File: config.mk
export PLATFORM = sky130hd
export DESIGN_NAME = tug_playfield_flat
export DESIGN_NICKNAME = d
export VERILOG_FILES = /design/src/rtl/tug_pkg.sv /design/src/rtl/tug_playfield_if.sv /design/src/rtl/tug_playfield_key_press.sv /design/src/rtl/tug_playfield.sv /design/src/flat_wrapper.sv
export SDC_FILE = /design/constraint.sdc
export NUM_CORES = 1
export LEC_CHECK = 0
export CORE_UTILIZATION = 60
export CTS_BUF_LIST = sky130_fd_sc_hd__clkbuf_4
export CTS_CLUSTER_SIZE = 40
export DETAILED_ROUTE_END_ITERATION = 8
export DONT_BUFFER_PORTS = 1
export PLACE_DENSITY = 0.76
export SLEW_MARGIN = 20
export SYNTH_ARGS = -nofsm -noshare
export SYNTH_HDL_FRONTEND = slang
export SYNTH_HIERARCHICAL = 1
export SYNTH_SLANG_ARGS = --single-unit
File: constraint.sdc
create_clock -name clk -period 2.3 [get_ports clk]
set_clock_uncertainty 0.05 [all_clocks]
set_input_delay 0.115 -clock clk [delete_from_list [all_inputs] [get_ports clk]]
set_output_delay 0.115 -clock clk [all_outputs]
set_load 0.02 [all_outputs]
File: src/rtl/tug_pkg.sv
// Shared types and helpers for the tug-of-war playfield.
//   field_state_t : playfield FSM states
//   center_idx()  : middle light index (1-based) of an odd-length bar
package tug_pkg;

  typedef enum logic [1:0] {
    PLAY   = 2'd0,
    GAP    = 2'd1,
    FROZEN = 2'd2
  } field_state_t;

  function automatic int center_idx(input int n_lights);
    return (n_lights + 1) / 2;
  endfunction

endpackage

File: src/rtl/tug_playfield_if.sv
// Playfield signal bundle.
//   key_l/key_r : raw player keys (async to clk)
//   game_over   : freeze level from the scoreboard
//   leds        : bar lights, leds[N_LIGHTS] leftmost
//   press_l/r   : one-cycle synchronized press pulses
//   point_l/r   : one-cycle score pulses
// master = stimulus/upstream side, slave = playfield.
interface tug_playfield_if #(
  parameter int N_LIGHTS = 9
);
  logic                key_l;
  logic                key_r;
  logic                game_over;
  logic [N_LIGHTS:1]   leds;
  logic                press_l;
  logic                press_r;
  logic                point_l;
  logic                point_r;

  modport master (
    output key_l, key_r, game_over,
    input  leds, press_l, press_r, point_l, point_r
  );

  modport slave (
    input  key_l, key_r, game_over,
    output leds, press_l, press_r, point_l, point_r
  );
endinterface

File: src/rtl/tug_playfield_key_press.sv
// key_press: two-flop synchronizer followed by rising-edge detect.
//   clk, reset_n : clock, async active-low reset
//   key          : raw asynchronous key level
//   press        : one-cycle pulse per key press (combinational off flops)
module key_press (
  input  logic clk,
  input  logic reset_n,
  input  logic key,
  output logic press
);
  logic sync1, sync2, prev;

  always_ff @(posedge clk or negedge reset_n) begin
    if (!reset_n) begin
      sync1 <= 1'b0;
      sync2 <= 1'b0;
      prev  <= 1'b0;
    end else begin
      sync1 <= key;
      sync2 <= sync1;
      prev  <= sync2;
    end
  end

  // Held key gives one pulse: high only the cycle sync2 first reads 1.
  assign press = sync2 & ~prev;
endmodule

File: src/rtl/tug_playfield.sv
// tug_playfield: conditions both player keys, walks a single lit LED along
// the bar, and flags a point when a player pushes it off their end.
//   clk, reset_n : clock, async active-low reset
//   pf (slave)   : keys/game_over in; leds, press and point pulses out
// After a point the bar goes dark for GAP_CYCLES cycles, then recenters.
// game_over freezes play (dark bar, no points) until reset.
module tug_playfield
  import tug_pkg::*;
#(
  parameter int N_LIGHTS   = 9,
  parameter int GAP_CYCLES = 8
) (
  input  logic            clk,
  input  logic            reset_n,
  tug_playfield_if.slave  pf
);
  localparam int PW = $clog2(N_LIGHTS + 1);
  localparam int CW = $clog2(GAP_CYCLES + 1);
  localparam logic [PW-1:0] CENTER   = PW'(center_idx(N_LIGHTS));
  localparam logic [PW-1:0] LAST     = PW'(N_LIGHTS);
  localparam logic [PW-1:0] FIRST    = PW'(1);
  localparam logic [CW-1:0] GAP_LAST = CW'(GAP_CYCLES - 1);

  // Index 1 = left key, 0 = right key.
  logic [1:0] key_raw, press;
  assign key_raw = {pf.key_l, pf.key_r};

  for (genvar g = 0; g < 2; g++) begin : g_key
    key_press u_kp (
      .clk     (clk),
      .reset_n (reset_n),
      .key     (key_raw[g]),
      .press   (press[g])
    );
  end

  assign pf.press_l = press[1];
  assign pf.press_r = press[0];

  field_state_t  state, state_d;
  logic [PW-1:0] pos, pos_d;
  logic [CW-1:0] cnt, cnt_d;
  logic          pt_l, pt_l_d, pt_r, pt_r_d;

  always_ff @(posedge clk or negedge reset_n) begin
    if (!reset_n) begin
      state <= PLAY;
      pos   <= CENTER;
      cnt   <= '0;
      pt_l  <= 1'b0;
      pt_r  <= 1'b0;
    end else begin
      state <= state_d;
      pos   <= pos_d;
      cnt   <= cnt_d;
      pt_l  <= pt_l_d;
      pt_r  <= pt_r_d;
    end
  end

  always_comb begin
    state_d = state;
    pos_d   = pos;
    cnt_d   = cnt;
    pt_l_d  = 1'b0;
    pt_r_d  = 1'b0;
    // game_over outranks a same-cycle scoring press: no point escapes.
    if (pf.game_over) begin
      state_d = FROZEN;
    end else begin
      case (state)
        PLAY: begin
          if (press[1] && !press[0]) begin
            if (pos == LAST) begin
              pt_l_d  = 1'b1;
              state_d = GAP;
              cnt_d   = '0;
            end else begin
              pos_d = pos + 1'b1;
            end
          end else if (press[0] && !press[1]) begin
            if (pos == FIRST) begin
              pt_r_d  = 1'b1;
              state_d = GAP;
              cnt_d   = '0;
            end else begin
              pos_d = pos - 1'b1;
            end
          end
        end
        GAP: begin
          // Count 0..GAP_CYCLES-1 so the dark window is exactly GAP_CYCLES.
          if (cnt == GAP_LAST) begin
            state_d = PLAY;
            pos_d   = CENTER;
            cnt_d   = '0;
          end else begin
            cnt_d = cnt + 1'b1;
          end
        end
        FROZEN: ;
        default: state_d = PLAY;
      endcase
    end
  end

  assign pf.leds    = (state == PLAY)
                      ? ({{(N_LIGHTS-1){1'b0}}, 1'b1} << (pos - FIRST))
                      : '0;
  assign pf.point_l = pt_l;
  assign pf.point_r = pt_r;
endmodule

File: src/flat_wrapper.sv
// flat-port wrapper written by rule: the top's interface ports become plain ports
module tug_playfield_flat import tug_pkg::*;
#(
  parameter int N_LIGHTS   = 9,
  parameter int GAP_CYCLES = 8
)
  (clk, reset_n, pf_key_l, pf_key_r, pf_game_over, pf_leds, pf_press_l, pf_press_r, pf_point_l, pf_point_r);
  tug_playfield_if #(.N_LIGHTS(N_LIGHTS)) pf_i ();
  input  logic clk;
  input  logic reset_n;
  input wire logic [$bits(pf_i.key_l)-1:0] pf_key_l;
  input wire logic [$bits(pf_i.key_r)-1:0] pf_key_r;
  input wire logic [$bits(pf_i.game_over)-1:0] pf_game_over;
  output wire logic [$bits(pf_i.leds)-1:0] pf_leds;
  output wire logic [$bits(pf_i.press_l)-1:0] pf_press_l;
  output wire logic [$bits(pf_i.press_r)-1:0] pf_press_r;
  output wire logic [$bits(pf_i.point_l)-1:0] pf_point_l;
  output wire logic [$bits(pf_i.point_r)-1:0] pf_point_r;
  assign pf_i.key_l = pf_key_l;
  assign pf_i.key_r = pf_key_r;
  assign pf_i.game_over = pf_game_over;
  assign pf_leds = pf_i.leds;
  assign pf_press_l = pf_i.press_l;
  assign pf_press_r = pf_i.press_r;
  assign pf_point_l = pf_i.point_l;
  assign pf_point_r = pf_i.point_r;
  tug_playfield #(.N_LIGHTS(N_LIGHTS), .GAP_CYCLES(GAP_CYCLES)) u_core (.clk(clk), .reset_n(reset_n), .pf(pf_i));
endmodule
* Yosys cells after proc, flatten, opt, wreduce, memory -nomap -nowiden
Index checks and enable logic that the tools add are counted.
** Operators by class
- Add/sub/neg operators :: 3
- Equal/unequal tests :: 16
- Shift-type cells :: 1
- Mux-type cells :: 29
- Bitwise logic cells :: 5
- Reduce and logical (&&, ||, !) cells :: 9
** Operators by type and width (count)
- $mux 4 :: 10
- $pmux 4 s2 :: 2
- $mux 2 :: 6
- $reduce_and 5->1 :: 2
- $mux 1 :: 9
- $mux 9 :: 1
- $shl 1x4->9 const A :: 1
- $add 4x1->4 const B :: 2
- $ne 4x2->1 const B :: 2
- $ne 3x1->1 const B :: 2
- $ne 3x2->1 const B :: 2
- $ne 3x3->1 const B :: 2
- $pmux 2 s3 :: 1
- $reduce_and 6->1 :: 1
- $eq 4x1->1 const B :: 1
- $eq 4x3->1 const B :: 1
- $eq 4x4->1 const B :: 1
- $ne 4x4->1 const B :: 1
- $sub 4x1->4 const B :: 1
- $not 1->1 :: 3
- $and 1x1->1 :: 2
- $eq 2x1->1 const B :: 1
- $eq 2x2->1 const B :: 1
- $logic_and 1x1->1 :: 2
- 5 further kinds :: 6
** Storage, ports and cells
- Flip-flop bits (word level) :: 18
- Input port bits :: 5
- Output and inout bits :: 13

* Depth between registers and ports, before layout
Gate-level depths: netlist (run 1).
- Depth in word-level cells :: 8
- Mapped depth :: 7
- Gate-level depth less buffers :: 7

* Hierarchy
Netlist (run 1), hierarchy kept.
** Modules (own cells, without submodules)
- tug_playfield :: times used 1, cells an instance 104, area each 952.2 µm², sequential area each 302.8 µm²
- key_press :: times used 2, cells an instance 4, area each 88.8 µm², sequential area each 75.1 µm²

* Worst setup path before layout (run 1)
OpenSTA, ideal clock, no wires.
- Kind :: register -> register
- Start :: register u_core.pos[0]
- End :: register u_core.pos[2]
- Library setup time :: 0.081 ns
- Data arrival time :: 1.751 ns
- Required time :: 2.169 ns
- Slack :: 0.418 ns
- Cell stages (with the launch flop) :: 6
- Buffers on the path :: 0
- Period minus slack after synthesis :: 1.882 ns
- Cell sequence :: dfstp_2 > ha_1 > or4b_4 > o211ai_2 > nor2b_2 > o221a_1
** Between the ends
- Longest elaborated chain between the ends :: 5
- Elaborated cells between the ends (all ways) :: 12
** RTL lines
- from (decl) :: line tug_playfield.sv:41 : logic [PW-1:0] pos, pos_d;
- from (signal assigned) :: line tug_playfield.sv:54 : pos <= pos_d;
- $sub 4x1->4 :: line tug_playfield.sv:87 : pos_d = pos - 1'b1;
- $mux 4 :: line tug_playfield.sv:82 : if (pos == FIRST) begin
- $mux 4 :: line tug_playfield.sv:81 : end else if (press[0] && !press[1]) begin
- $mux 4 :: line tug_playfield.sv:73 : if (press[1] && !press[0]) begin
- $pmux 4 s2 :: line tug_playfield.sv:71 : case (state)
Several ways; a longest one is shown, not always the timed one. The select of a mux whose other input is x is not followed.
A chain may end at the register's enable or synchronous reset.

* Final worst setup path (run 1)
- Start :: register u_core.pos[0]
- End :: output pf_leds[1]
** Between the ends
- Longest elaborated chain between the ends :: 3
** RTL lines
- $sub 4x1->4 :: line tug_playfield.sv:108 : ? ({{(N_LIGHTS-1){1'b0}}, 1'b1} << (pos - FIRST))
- $shl 1x4->9 :: line tug_playfield.sv:108
- $mux 9 :: line tug_playfield.sv:108
- to (decl) :: line flat_wrapper.sv:14 : output wire logic [$bits(pf_i.leds)-1:0] pf_leds;
Every way passes these cells.

==> flow_summary.ini, run 1 <==
[run_status]
status = complete, no violations

[route]
ant_nets = 0
avgRoutedWirePerCell_um = 14.5
wirelength_um = 2060
dr_total_vias = 837
drt_pass1_iterations = 4
vias_per_cell = 5.89
route.detailed.drc = 0
drt-initial-drc-count = 17

[sta]
fmax_mhz = 475
rsz0062_at_grt = false
slew_viol_final = 0
min_period_over_period_pct = 91.6
setup_tns_ns = 0
setup-violations-final = 0
max_slew_margin_pct = 47.0
finalCriticalPeriod_ns = 2.11
final_hold_viol_count = 0
tightest_slew_ns = 0.793

[setup_path]
critPathTopFamily = flip-flops
cpPeakStageDelay_ns = 0.60
cp_data_required_time_ns = 2.13
setup.worst_path.class = reg -> out
start_kind = flip-flop
crit_arrival_ns = 1.94
reg2reg_setup_slack_ns = 0.28
crit_path_max_fanout = 7
cpMaxStageDelayCell = dfstp_2
worstPathCellList = inv_1, ha_1, inv_1, nor3_1, a31o_2, and3_1
crit_buf_inv = 2
critPathCaptureType = output port
crit_top_cell = inv_1

[yosys]
synth-edff-count = 0
synth_seq_cells = 18
synth_async_sr_flop_share_pct = 100
ys_seq_area_share_pct = 40.1
syn_nets = 128
netlist_area_um2 = 1130
synth_cell_types = 44
synthCells = 112
synth.avg_cell_area_um2 = 10.1
yosys_warnings = 6
synth_top_flop_cell = dfrtp_1

[clock_network]
cts_sinks = 18
cts_root_buf = clkbuf_4
cts.clk_slew.worst_paths_ns = 0.10
htreeDepth = 1
clock_path_buffers = 2
clk_latency_ns = 0.29
cts.repair.resized = 0
cts_buffers = 3
cts_tree = done

[power]
power.internal_mw = 0.441
pwr-share-seq_pct = 57.3
switching_share_pct = 28.2
power.leakage_nw = 0.559
pwr-share-clk_pct = 26.0
p_switching_mw = 0.173
power_frac_comb_pct = 16.7
vdd_drop_max_v = 0.000458
power.density_nw_per_um2 = 506

[worst_hold_path]
hold_path_class = in -> reg

[placement]
place_hpwl_um = 1560
gp_congestion = 0.784
io_buffer_count = 0

[layout]
fin_util_pct = 69.5
antenna_cells = 0
nNetsFinal = 134
drive_above_1_share_pct = 12.0
fillers = 136
synthToLayoutAreaGrowth_pct = 7.42

[floorplanning]
die-area_um2 = 2060
start_util_pct = 64.7
core_region_area_um2 = 1750
die_x_um = 45.4
rows = 15
fp.dieH_um = 45.4
io-pin-count = 18

[grt]
grt_overflow_total = 0
track_usage_pct = 23.1
grt_max_degree = 19
grt_pass1_wl_um = 3330
antenna_found_initial = 0
grt_pass1_vias = 769

[flow_run]
drv_cap = 0
==> power by group through the flow <==
stage          Combinational, mW  Clock, mW  Sequential [mW]
3_5_place_dp              0.0904          0            0.359
5_1_grt                    0.116      0.178            0.356
4_1_cts                    0.103      0.163            0.353
6_report                   0.103      0.160            0.352
3_3_place_gp              0.0873          0            0.357
2_1_floorplan             0.0714          0            0.355
==> layout make-up <==
class | count | area [µm²] | share of cell area (%)
clock inverter | 1 | 3.75 | 0.309
sequential | 18 | 453 | 37.3
inverter | 9 | 33.8 | 2.78
clock buffer | 3 | 22.5 | 1.86
timing repair buffer | 4 | 40.0 | 3.30
tap | 25 | 31.3 | 2.58
multi-input combinational | 82 | 629 | 51.9
==> routing by layer <==
metal	share of wire, %	track usage (%)
met5	0	0
met4	1.8	10.9
met3	4.4	3.57
met2	45	36.9
met1	48	30.5
==> timing repair <==
item,CTS,global route
hold endpoints to repair,25,0
setup buffers,0,0
hold buffers,4,0
==> per-stage QoR <==
stage                     worst slack (ns)  cell area, µm²  hold WS, ns  total power [mW]  cells
after floorplan                      0.418            1130       -0.231             0.427    112
after global placement               0.340            1150       -0.230             0.444    134
after detailed placement             0.299            1150       -0.230             0.449    134
after CTS                            0.186            1210      0.00386             0.619    142
after global routing                0.0868            1210      0.00728             0.651    142
final                                0.193            1210       0.0105             0.615    142
==> path summary, 6_finish.rpt <==
kind,end,cells after the start,start
setup / recovery,pf_leds[1],6,u_core/pos[0]
hold / removal,u_core/pf.point_r,2,pf_game_over
setup reg to reg,u_core/pos[1],6,u_core/pos[1]
hold reg to reg,u_core/g_key[0].u_kp/sync2,0,u_core/g_key[0].u_kp/sync1
max in group asynchronous,u_core/state[0],1,reset_n
min in group asynchronous,u_core/g_key[1].u_kp/sync1,1,reset_n
==> cells in the final DEF, fill, tap and decap left out, types with 2 or more instances in the layout <==
cell type,count
nand2_1,4
o2bb2ai_1,2
clkbuf_4,3
dlygate4sd3_1,4
dfrtp_1,16
o21ai_0,3
a31o_2,2
inv_1,9
nor2b_4,2
ha_1,11
nand3_1,3
nor3_1,3
nor2b_1,3
a21oi_1,3
dfstp_2,2
a21o_1,2
xor2_1,3
nor2_1,6
and4_1,2
and3_1,9
==> worst reg2reg max path: cells and delay by family, from the launching register on <==
family                   cells  cell delay [ns]
flip-flops                   1             0.44
adder cells (fa/ha/maj)      1             0.25
AND/OR/NAND/NOR              2             0.58
AO/OA/AOI/OAI                2             0.44
buffers and inverters        1             0.16
==> Yosys cell counts (all sizes together) (2+ instances only) <==
cell type / number / area, µm²
o2bb2ai: 2 / 17.5
nor3: 3 / 15.0
a21o: 2 / 15.0
and4: 2 / 17.5
and3: 9 / 56.3
o21ai: 4 / 20.0
nand2: 4 / 15.0
ha: 11 / 138
a21oi: 3 / 15.0
xor2: 3 / 26.3
nand3: 3 / 15.0
inv: 9 / 33.8
dfstp: 2 / 52.6
nor2: 6 / 22.5
a31o: 2 / 17.5
dfrtp: 16 / 400
buf: 2 / 10.0
o211ai: 2 / 20.0
nor2b: 6 / 55.1
==> flip-flops by register name (all words and copies together) (netlist names) <==
| register | count |
|---|---|
| u_core/pf.point_l | 1 |
| u_core/g_key.u_kp/sync1 | 2 |
| u_core/g_key.u_kp/sync2 | 2 |
| u_core/state | 2 |
| u_core/pos | 4 |
| u_core/pf.point_r | 1 |
| u_core/cnt | 4 |
| u_core/g_key.u_kp/prev | 2 |
==> kinds of logic (layout without fill, tap and decap cells) <==
| kind of cell | Yosys count | after routing | share of synthesized area, % |
|---|---|---|---|
| simple gates | 45 | 45 | 25.5 |
| xor+xnor | 4 | 4 | 3.10 |
| buf+inv | 12 | 17 | 4.21 |
| compound gates | 21 | 21 | 14.1 |
| fa+ha+maj | 11 | 11 | 12.2 |
| flops | 18 | 18 | 40.1 |
| mux | 1 | 1 | 0.886 |
Note: power is estimated with default switching activity, not from simulation.
==> run 2: changes to the inputs <==
--- a/config.mk
+++ b/config.mk
@@ -10,9 +10,9 @@
 export CTS_CLUSTER_SIZE = 40
 export DETAILED_ROUTE_END_ITERATION = 8
 export DONT_BUFFER_PORTS = 1
+export MAX_ROUTING_LAYER = met4
 export PLACE_DENSITY = 0.76
 export SLEW_MARGIN = 20
 export SYNTH_ARGS = -nofsm -noshare
 export SYNTH_HDL_FRONTEND = slang
-export SYNTH_HIERARCHICAL = 1
 export SYNTH_SLANG_ARGS = --single-unit
==> run 2 against run 1 <==
Net effect: wire length grew 5.7%; critical path depth shrank 2; die area shrank 2.0%; global-route usage grew 1.6 points; clock power is essentially flat; worst setup slack lost 0.098 ns; cell count grew 6.3%; critical endpoint is now pf_leds[2]; synthesized cell count grew 0.89%; largest cell class unchanged; power shrank 7.0%.
==> flow_summary.ini, run 2 <==
[run_status]
status = complete, no violations

[floorplanning]
io-pin-count = 18
fp.dieH_um = 44.9
die-area_um2 = 2020
rows = 15
die_x_um = 44.9
core_region_area_um2 = 1730
start_util_pct = 64.1

[yosys]
synth_most_common_cell = dfrtp_1
synth_top_flop_cell = dfrtp_1
synth.area.top_cells = dfrtp_1 36%, ha_1 12%, dfstp_2 4.8%
synth_top_area_share_pct = 36.2
syn_nets = 129
synthCells = 113
netlist_top_cells_count = 16 x dfrtp_1, 11 x ha_1, 11 x nor2_1
yosys_warnings = 0
synth_cell_types = 39
synth-edff-count = 0
synth_async_sr_flop_share_pct = 100
synth_seq_cells = 18
synth_top_cell_by_area = dfrtp_1
synth.avg_cell_area_um2 = 9.79
ys_seq_area_share_pct = 41.0
netlist_area_um2 = 1110

[sta]
max_slew_margin_pct = 46.9
rsz0062_at_grt = true
slew_viol_final = 0
final_hold_viol_count = 0
fmax_mhz = 454
final.setup.worst_slack_ns = 0.0954
finalCriticalPeriod_ns = 2.20
min_period_over_period_pct = 95.9
setup-violations-final = 0
tightest_slew_ns = 0.794

[setup_path]
r2r-start = u_core.g_key[0].u_kp.prev
r2r-end = u_core.pos[3]
critPathCaptureType = output port
worstSetupStartpoint = u_core.pos[0]
cpMaxStageDelayCell = dfstp_2
crit_path_max_fanout = 8
cp_data_required_time_ns = 2.13
cpPeakStageDelay_ns = 0.62
reg2reg_setup_slack_ns = 0.12
reg2regPathDepth = 7
worstPathCellList = inv_1, ha_1, o31ai_2, and3_1
crit_arrival_ns = 2.04
setup.worst_path.class = reg -> out
start_kind = flip-flop

[clock_network]
clk_latency_ns = 0.30
cts_tree = done
cts.clk_slew.worst_paths_ns = 0.11
cts_buffers = 3
clock_path_buffers = 2
cts_root_buf = clkbuf_4
htreeDepth = 1
cts_sinks = 18

[layout]
synthToLayoutAreaGrowth_pct = 14.4
fin_area_um2 = 1260
mostFrequentLayoutCells = 16 x dfrtp_1, 11 x nor2_1, 11 x ha_1
fin_util_pct = 73.3
final_common_cell = dfrtp_1
nNetsFinal = 143
top_regs = u_core.cnt: 4 flops, u_core.pos: 4 flops
drive_above_1_share_pct = 19.8
antenna_cells = 0

[placement]
gp_congestion = 0.772
io_buffer_count = 0
place_ws_ns = 0.118
place_area_um2 = 1170
place_hpwl_um = 1580

[power]
power.density_nw_per_um2 = 452
vdd_drop_max_v = 0.000344
power.leakage_nw = 0.598

[grt]
track_usage_pct = 24.7
antenna_found_initial = 0
grt_pass1_vias = 764
grt_overflow_total = 0
grt_max_degree = 19
grt_pass1_wl_um = 3490

[worst_hold_path]
hp-start = pf_game_over
hold-path-cell-count = 3
hold_path_class = in -> reg
hold_end = u_core.cnt[2]

[route]
wirelength_um = 2180
vias_per_cell = 5.68
route.detailed.drc = 0
avgRoutedWirePerCell_um = 14.5
ant_nets = 0
dr_total_vias = 858
drt_pass1_iterations = 5
drt-initial-drc-count = 30

[flow_run]
drv_cap = 0
run 2: changes by cell type in the layout (fill, tap and decap cells not counted), moves of 3 or more:
cell	previous run	this run
buf_4	0	7
mux2i_1	1	4
nand2_1	4	7
nor2_1	6	11
run 2: logic make-up (layout without fill, tap and decap cells):
kind of cell | after synthesis | in the layout | synth area share, %
flops | 18 | 18 | 40.9
mux | 5 | 5 | 4.64
xor+xnor | 2 | 2 | 1.58
simple gates | 48 | 48 | 24.7
fa+ha+maj | 11 | 11 | 12.4
buf+inv | 10 | 23 | 4.07
compound gates | 19 | 19 | 11.7
run 2: through the flow:
| step | hold slack (ns) | setup TNS, ns | power (mW) | std cells |
|---|---|---|---|---|
| after detailed placement | -0.230 | 0 | 0.400 | 142 |
| after floorplan | -0.231 | 0 | 0.385 | 113 |
| final | 0.0504 | 0 | 0.571 | 151 |
| after CTS | 0.0509 | 0 | 0.569 | 150 |
| after global placement | -0.230 | 0 | 0.396 | 142 |
| after global routing | 0.0663 | -0.0717 | 0.599 | 151 |
run 2: worst max-delay path: cells and delay by family (launching register included):
family                     cells  cell delay [ns]
buffers and inverters          1             0.12
AOI/OAI and AO/OA              1             0.35
and+or+nand+nor                1             0.34
DFF                            1             0.62
adders and majority gates      1             0.31
run 2: per-layer routing:
metal / share of wire [%] / GRT usage, % / vias up / wire length [µm]
met5: 0 / - / - / 0
met4: 1.1 / 7.27 / 0 / 25
met2: 49 / 40.0 / 16 / 1060
met1: 48 / 32.9 / 413 / 1050
li1: - / - / 425 / -
met3: 1.8 / 2.40 / 4 / 40
run 2: repair_timing:
action / 4_1_cts / 5_1_grt
resized for setup: 1 / 5
hold endpoints to repair: 24 / 0
endpoints found under the setup margin: 1 / 7
buffers inserted: 0 / 1
hold buffers: 4 / 0
run 2: worst max path at each step:
stage / end / slack (ns) / depth (start not counted)
6_report: pf_leds[2] / 0.1 / 4
5_1_grt: pf_leds[2] / -0.01 / 4
4_1_cts: pf_leds[2] / 0.02 / 4
3_5_place_dp: u_core.pos[3] / 0.12 / 8
3_3_place_gp: u_core.pos[3] / 0.16 / 7
2_1_floorplan: u_core.pos[3] / 0.10 / 8
run 2: cell type report:
cell class | count | area (µm²)
clock buffer | 3 | 22.5
clock inverter | 1 | 3.75
fill | 136 | 462
inverter | 8 | 30.0
multi-input combinational | 85 | 632
sequential | 18 | 453
tap | 25 | 31.3
timing repair buffer | 11 | 92.6
run 2: where the power goes:
group	total, mW	switching, mW	internal (mW)
Combinational	0.0734	0.0412	0.0322
Clock	0.163	0.100	0.0632
Sequential	0.335	0.00770	0.327
